<file path="src/rtl/wm8731_i2c_seq.sv">
// WM8731 power-up sequencer: writes an 8-entry register table as 3-byte I2C writes.
// Optional WM8731_NACK_RETRY_EN: re-send a NACKed word up to 3 times before aborting.
module wm8731_i2c_seq #(
  parameter int         CLK_DIV   = 32,
  parameter logic [6:0] DEV_ADDR  = 7'h1A,
  parameter int         GAP_TICKS = 16
) (
  input  logic       clk,
  input  logic       rst,
  input  logic       start,
  output logic       busy,
  output logic       done,
  output logic       error,
  output logic       scl_o,
  output logic       sda_o,
  input  logic       sda_i,
  output logic [2:0] dbg_state
);
  // start is a plain pulse (no handshake): it is accepted only on a cycle where busy=0
  // and the FSM is idle; busy then rises on the following cycle and stays high until
  // done or error is set.
  localparam int QDIV = CLK_DIV / 4;
  localparam int CW   = (QDIV > 1) ? $clog2(QDIV) : 1;
  localparam int GW   = $clog2(GAP_TICKS + 1);

  typedef enum logic [2:0] {S_IDLE, S_START, S_BITS, S_STOP, S_GAP} state_t;

  state_t        state_q, state_d;
  logic [1:0]    phase_q, phase_d;
  logic [3:0]    bit_q, bit_d;
  logic [1:0]    byte_q, byte_d;
  logic [GW-1:0] gap_q, gap_d;
  logic [2:0]    idx_q, idx_d;
  logic [23:0]   sh_q, sh_d;
  logic          nack_q, nack_d;
  logic          busy_d, done_d, error_d, scl_d, sda_d;
  logic [CW-1:0] cnt_q;
  logic          qtick;

  assign dbg_state = state_q;
  assign qtick     = busy && (cnt_q == CW'(QDIV - 1));

  always_ff @(posedge clk or negedge rst) begin
    if (!rst)                cnt_q <= '0;
    else if (!busy || qtick) cnt_q <= '0;
    else                     cnt_q <= cnt_q + 1'b1;
  end

  function automatic logic [15:0] table_word(input logic [2:0] i);
    case (i)
      3'd0:    table_word = {7'h0F, 9'h000};
      3'd1:    table_word = {7'h06, 9'h072};
      3'd2:    table_word = {7'h04, 9'h012};
      3'd3:    table_word = {7'h05, 9'h000};
      3'd4:    table_word = {7'h07, 9'h00A};
      3'd5:    table_word = {7'h08, 9'h000};
      3'd6:    table_word = {7'h09, 9'h001};
      default: table_word = {7'h06, 9'h062};
    endcase
  endfunction

`ifdef WM8731_NACK_RETRY_EN
  logic [1:0] retry_q, retry_d;
  always_ff @(posedge clk or negedge rst) begin
    if (!rst) retry_q <= '0;
    else      retry_q <= retry_d;
  end
`endif

  always_ff @(posedge clk or negedge rst) begin
    if (!rst) begin
      state_q <= S_IDLE;
      phase_q <= '0;
      bit_q   <= '0;
      byte_q  <= '0;
      gap_q   <= '0;
      idx_q   <= '0;
      sh_q    <= '0;
      nack_q  <= 1'b0;
      busy    <= 1'b0;
      done    <= 1'b0;
      error   <= 1'b0;
      scl_o   <= 1'b1;
      sda_o   <= 1'b1;
    end else begin
      state_q <= state_d;
      phase_q <= phase_d;
      bit_q   <= bit_d;
      byte_q  <= byte_d;
      gap_q   <= gap_d;
      idx_q   <= idx_d;
      sh_q    <= sh_d;
      nack_q  <= nack_d;
      busy    <= busy_d;
      done    <= done_d;
      error   <= error_d;
      scl_o   <= scl_d;
      sda_o   <= sda_d;
    end
  end

  // Each qtick drives the line levels of the current phase, then advances the phase.
  always_comb begin
    state_d = state_q;
    phase_d = phase_q;
    bit_d   = bit_q;
    byte_d  = byte_q;
    gap_d   = gap_q;
    idx_d   = idx_q;
    sh_d    = sh_q;
    nack_d  = nack_q;
    busy_d  = busy;
    done_d  = done;
    error_d = error;
    scl_d   = scl_o;
    sda_d   = sda_o;
`ifdef WM8731_NACK_RETRY_EN
    retry_d = retry_q;
`endif
    case (state_q)
      S_IDLE: begin
        if (start) begin
          done_d  = 1'b0;
          error_d = 1'b0;
          idx_d   = '0;
          phase_d = '0;
          busy_d  = 1'b1;
          state_d = S_START;
`ifdef WM8731_NACK_RETRY_EN
          retry_d = '0;
`endif
        end
      end
      S_START: begin
        if (qtick) begin
          phase_d = phase_q + 1'b1;
          case (phase_q)
            2'd0:    begin scl_d = 1'b1; sda_d = 1'b1; end
            2'd1:    sda_d = 1'b0;
            2'd2:    sda_d = 1'b0;
            default: begin
              scl_d   = 1'b0;
              state_d = S_BITS;
              bit_d   = '0;
              byte_d  = '0;
              nack_d  = 1'b0;
              sh_d    = {DEV_ADDR, 1'b0, table_word(idx_q)};
            end
          endcase
        end
      end
      S_BITS: begin
        if (qtick) begin
          phase_d = phase_q + 1'b1;
          case (phase_q)
            2'd0:    begin scl_d = 1'b0; sda_d = (bit_q == 4'd8) ? 1'b1 : sh_q[23]; end
            2'd1:    ;
            2'd2:    scl_d = 1'b1;
            default: begin
              scl_d = 1'b1;
              if (bit_q == 4'd8) begin
                if (sda_i) nack_d = 1'b1;
                if (sda_i || byte_q == 2'd2) state_d = S_STOP;
                else begin
                  bit_d  = '0;
                  byte_d = byte_q + 1'b1;
                end
              end else begin
                bit_d = bit_q + 1'b1;
                sh_d  = {sh_q[22:0], 1'b0};
              end
            end
          endcase
        end
      end
      S_STOP: begin
        if (qtick) begin
          phase_d = phase_q + 1'b1;
          case (phase_q)
            2'd0:    begin scl_d = 1'b0; sda_d = 1'b0; end
            2'd1:    scl_d = 1'b1;
            2'd2:    sda_d = 1'b1;
            default: begin
              gap_d   = '0;
              state_d = S_GAP;
              if (nack_q) begin
`ifdef WM8731_NACK_RETRY_EN
                if (retry_q == 2'd3) begin
                  state_d = S_IDLE;
                  busy_d  = 1'b0;
                  error_d = 1'b1;
                end else begin
                  retry_d = retry_q + 1'b1;
                end
`else
                state_d = S_IDLE;
                busy_d  = 1'b0;
                error_d = 1'b1;
`endif
              end
            end
          endcase
        end
      end
      S_GAP: begin
        if (qtick) begin
          scl_d = 1'b1;
          sda_d = 1'b1;
          gap_d = gap_q + 1'b1;
          if (gap_q == GW'(GAP_TICKS - 1)) begin
            // A pending NACK here means a retry of the same idx.
            if (nack_q) begin
              state_d = S_START;
            end else if (idx_q == 3'd7) begin
              state_d = S_IDLE;
              busy_d  = 1'b0;
              done_d  = 1'b1;
            end else begin
              idx_d   = idx_q + 1'b1;
              state_d = S_START;
`ifdef WM8731_NACK_RETRY_EN
              retry_d = '0;
`endif
            end
          end
        end
      end
      default: state_d = S_IDLE;
    endcase
  end
endmodule

</file>
<file path="config.mk">
export PLATFORM = sky130hd
export DESIGN_NAME = wm8731_i2c_seq
export DESIGN_NICKNAME = d
export VERILOG_FILES = /design/src/rtl/wm8731_i2c_seq.sv
export SDC_FILE = /design/constraint.sdc
export NUM_CORES = 1
export LEC_CHECK = 0
export CORE_MARGIN = 8
export CORE_UTILIZATION = 50
export CTS_CLUSTER_DIAMETER = 100
export DETAILED_ROUTE_END_ITERATION = 16
export HOLD_SLACK_MARGIN = 0.06
export PLACE_DENSITY_LB_ADDON = 0.08
export SLEW_MARGIN = 5
export SYNTH_ARGS = -nofsm -noshare
export SYNTH_HDL_FRONTEND = slang
export SYNTH_SLANG_ARGS = --single-unit
export TNS_END_PERCENT = 5
</file>
<file path="constraint.sdc">
create_clock -name clk -period 2.3 [get_ports clk]
set_clock_uncertainty 0.1 [all_clocks]
set_input_delay 0.69 -clock clk [delete_from_list [all_inputs] [get_ports clk]]
set_output_delay 0.69 -clock clk [all_outputs]
set_load 0.05 [all_outputs]
</file>
==> flow_summary.toml <==
[synth]
async_flop_share_pct = 100
syn_nets = 334
avgSynthCellArea_um2 = 9.24
synth_cell_type_count = 60
syn_area_um2 = 2900
ys_seq_area_share_pct = 44.9
synth-compound-area-share_pct = 18.8
ys.flop_type = "dfrtp_1"
synth_area_leaders = "dfrtp_1, nand2_1, ha_1, o21ai_0, nor2_1"
synth-seq-cells = 52
synth_top_family_by_area = "simple AND/OR/NAND/NOR gates"
synth_edf_count = 0
synth_simple_gate_area_share_pct = 21.4
synth-xor-area-share_pct = 0.302
yosys.area.top_type = "dfrtp_1"
synth.top_cell.area_share_pct = 43.1
synth_mux_area_share_pct = 2.33
synth_fa_ha_area_share_pct = 6.90
ys.warnings.count = 0
postSynthCellCount = 314

[timing]
tns_ps = 0
rsz0062_at_grt = "no"
max-slew-margin-rel_pct = 65.8
setup_viol = 0
fmax_mhz = 461
finalCritPeriodShare_pct = 94.4
worst_pin_slew_ps = 513
hold_viol = 0
slew_viol_final = 0
final_period_minus_worst_setup_slack_ps = 2170

[detailed_routing]
drc = 0
first_pass_iters = 4
routed_wl_um = 5900
ant_nets = 0
viasPerCell = 5.59
first_iter_violations = 178
vias = 2281
wl_per_cell_um = 14.5

[clocking]
htreeDepth = 2
cts_buffer_depth = 2
clk_pin_slew_ps = 100
clk_latency_ps = 310
clkSinkCount = 52
cts_hold_buf = 0
cts-root-buf = "clkbuf_8"
cts_buffers = 5
cts_tree = "yes"

[die]
dieHeight_um = 92.2
die_x_um = 92.2
fp-row-count = 27
design.core.area_um2 = 5540
dieArea_um2 = 8500
ios = 12
start_util_pct = 52.4

[power]
leakage_nw = 1.56
swShare_pct = 41.9
combPwrFrac_pct = 50.1
clkPwrFrac_pct = 15.9
ir_drop_mv = 0.573
netSwitchingPower_mw = 1.75
seqPwrFrac_pct = 34.0
intPower_mw = 2.42
power_density_nw_per_um2 = 1260

[cells_and_area]
final_common_cell = "nand2_1"
antenna_cells = 0
multi_input_area_um2 = 1450
num-nets-final = 355
instances_no_fill = 408
regArea_um2 = 1300
drive_gt1_share_pct = 16.7
final_cell_mix = "nand2_1, dfrtp_1, o21ai_0, buf_4, nor2_1"
area_growth_pct = 13.8
final_core_util_pct = 59.6
fillerInstances = 517
design_area_um2 = 3300

[worst_setup_path]
reg2reg_depth = 7
crit_path_start_kind = "input pin"
crit_arrival_ps = 2280
cp.required_ps = 2410
path_class = "in2reg"
cp_max_fo = 5
cp-end-kind = "register"
r2r_slack_ps = 200

[place]
placement.cell_area_um2 = 3180
post-place-cells = 400
gp_congestion = 0.782
dp_hpwl_um = 4170
portBuffers = 11

[global_routing]
grt_overflow = 0
grt_usage_pct = 14.7
grt_max_degree = 33
grt_pass1_wl_um = 10400
grt_pass1_vias = 2203
antenna_found_initial = 0

[flow_run]
drv_cap = 0

[outcome]
outcome = "complete, no violations"

[hold_path]
hp-class = "in2async"
-- metal layers --
metal	global-route usage, %	vias to the layer above	share of wire [%]
met5	0	-	0
met4	5.23	0	1.0
met3	2.61	5	4.3
met2	22.6	36	45
met1	20.2	1092	50
li1	-	1148	-
-- Yosys cell counts (3+ instances only) --
cell type  number
a21o_1          3
a21oi_1        13
a22o_1          3
a31oi_1         6
a41oi_1         3
buf_2           8
buf_6           3
clkbuf_1        5
dfrtp_1        50
ha_1           16
inv_1          14
mux2i_1         3
nand2_1        55
nand2b_1        6
nand3_1        14
nor2_1         21
nor3_1         10
o21ai_0        24
o31ai_1         5
-- worst paths after layout --
| kind | start | to |
|---|---|---|
| min | rst | phase_q[0] |
| max | sda_i | byte_q[1] |
| max reg2reg | bit_q[0] | dbg_state[0] |
| max in group asynchronous | rst | sh_q[4] |
| min in group clk | cnt_q[0] | cnt_q[0] |
| min reg2reg | cnt_q[0] | cnt_q[0] |
-- critical path, cell delays in order --
cell and delay, ps:
clkdlybuf4s50_1 440, or4b_1 540, a21oi_2 210, nand3_2 160
o31ai_1 250
-- through the flow --
step | hold slack [ps] | power, mW | worst slack [ps]
6_report | 244 | 4.16 | 130
3_5_place_dp | 350 | 3.48 | -188
4_1_cts | 250 | 4.17 | 146
2_1_floorplan | 294 | 2.85 | 139
3_3_place_gp | 346 | 3.46 | -172
5_1_grt | 280 | 4.48 | 7.90
-- cells by family after synthesis --
group,after synthesis
mux,6
simple gates,128
compound gates,80
flops,52
buf+inv,31
fa+ha+maj,16
xor+xnor,1
-- cell type report --
class	instances	area share, %
clock buffer	6	2.50
multi-input combinational	231	43.9
clock inverter	2	1.17
inverter	14	1.59
sequential	52	39.5
timing repair buffer	31	8.64
tap	72	2.73
-- repair_timing --
item / in CTS / in global routing
buffers inserted: 0 / 0
endpoints found under the hold margin: 0 / 0
gates resized for setup: 0 / 1
setup endpoints to repair: 0 / 1
-- flip-flops by register name, indices dropped and copies added (netlist names) --
| register | count |
|---|---|
| sh_q | 24 |
| gap_q | 5 |
| bit_q | 4 |
| cnt_q | 3 |
| dbg_state | 3 |
| idx_q | 3 |
| byte_q | 2 |
| phase_q | 2 |
| busy | 1 |
| done | 1 |
| error | 1 |
| nack_q | 1 |
| scl_o | 1 |
| sda_o | 1 |
-- power groups by stage --
stage	clock network, mW	registers (mW)	logic, mW
after CTS	0.684	1.41	2.07
after detailed placement	0	1.43	2.06
final	0.664	1.41	2.09
after global routing	0.707	1.46	2.31
after floorplan	0	1.54	1.31
after global placement	0	1.42	2.04
(Power assumes the default switching activity.)
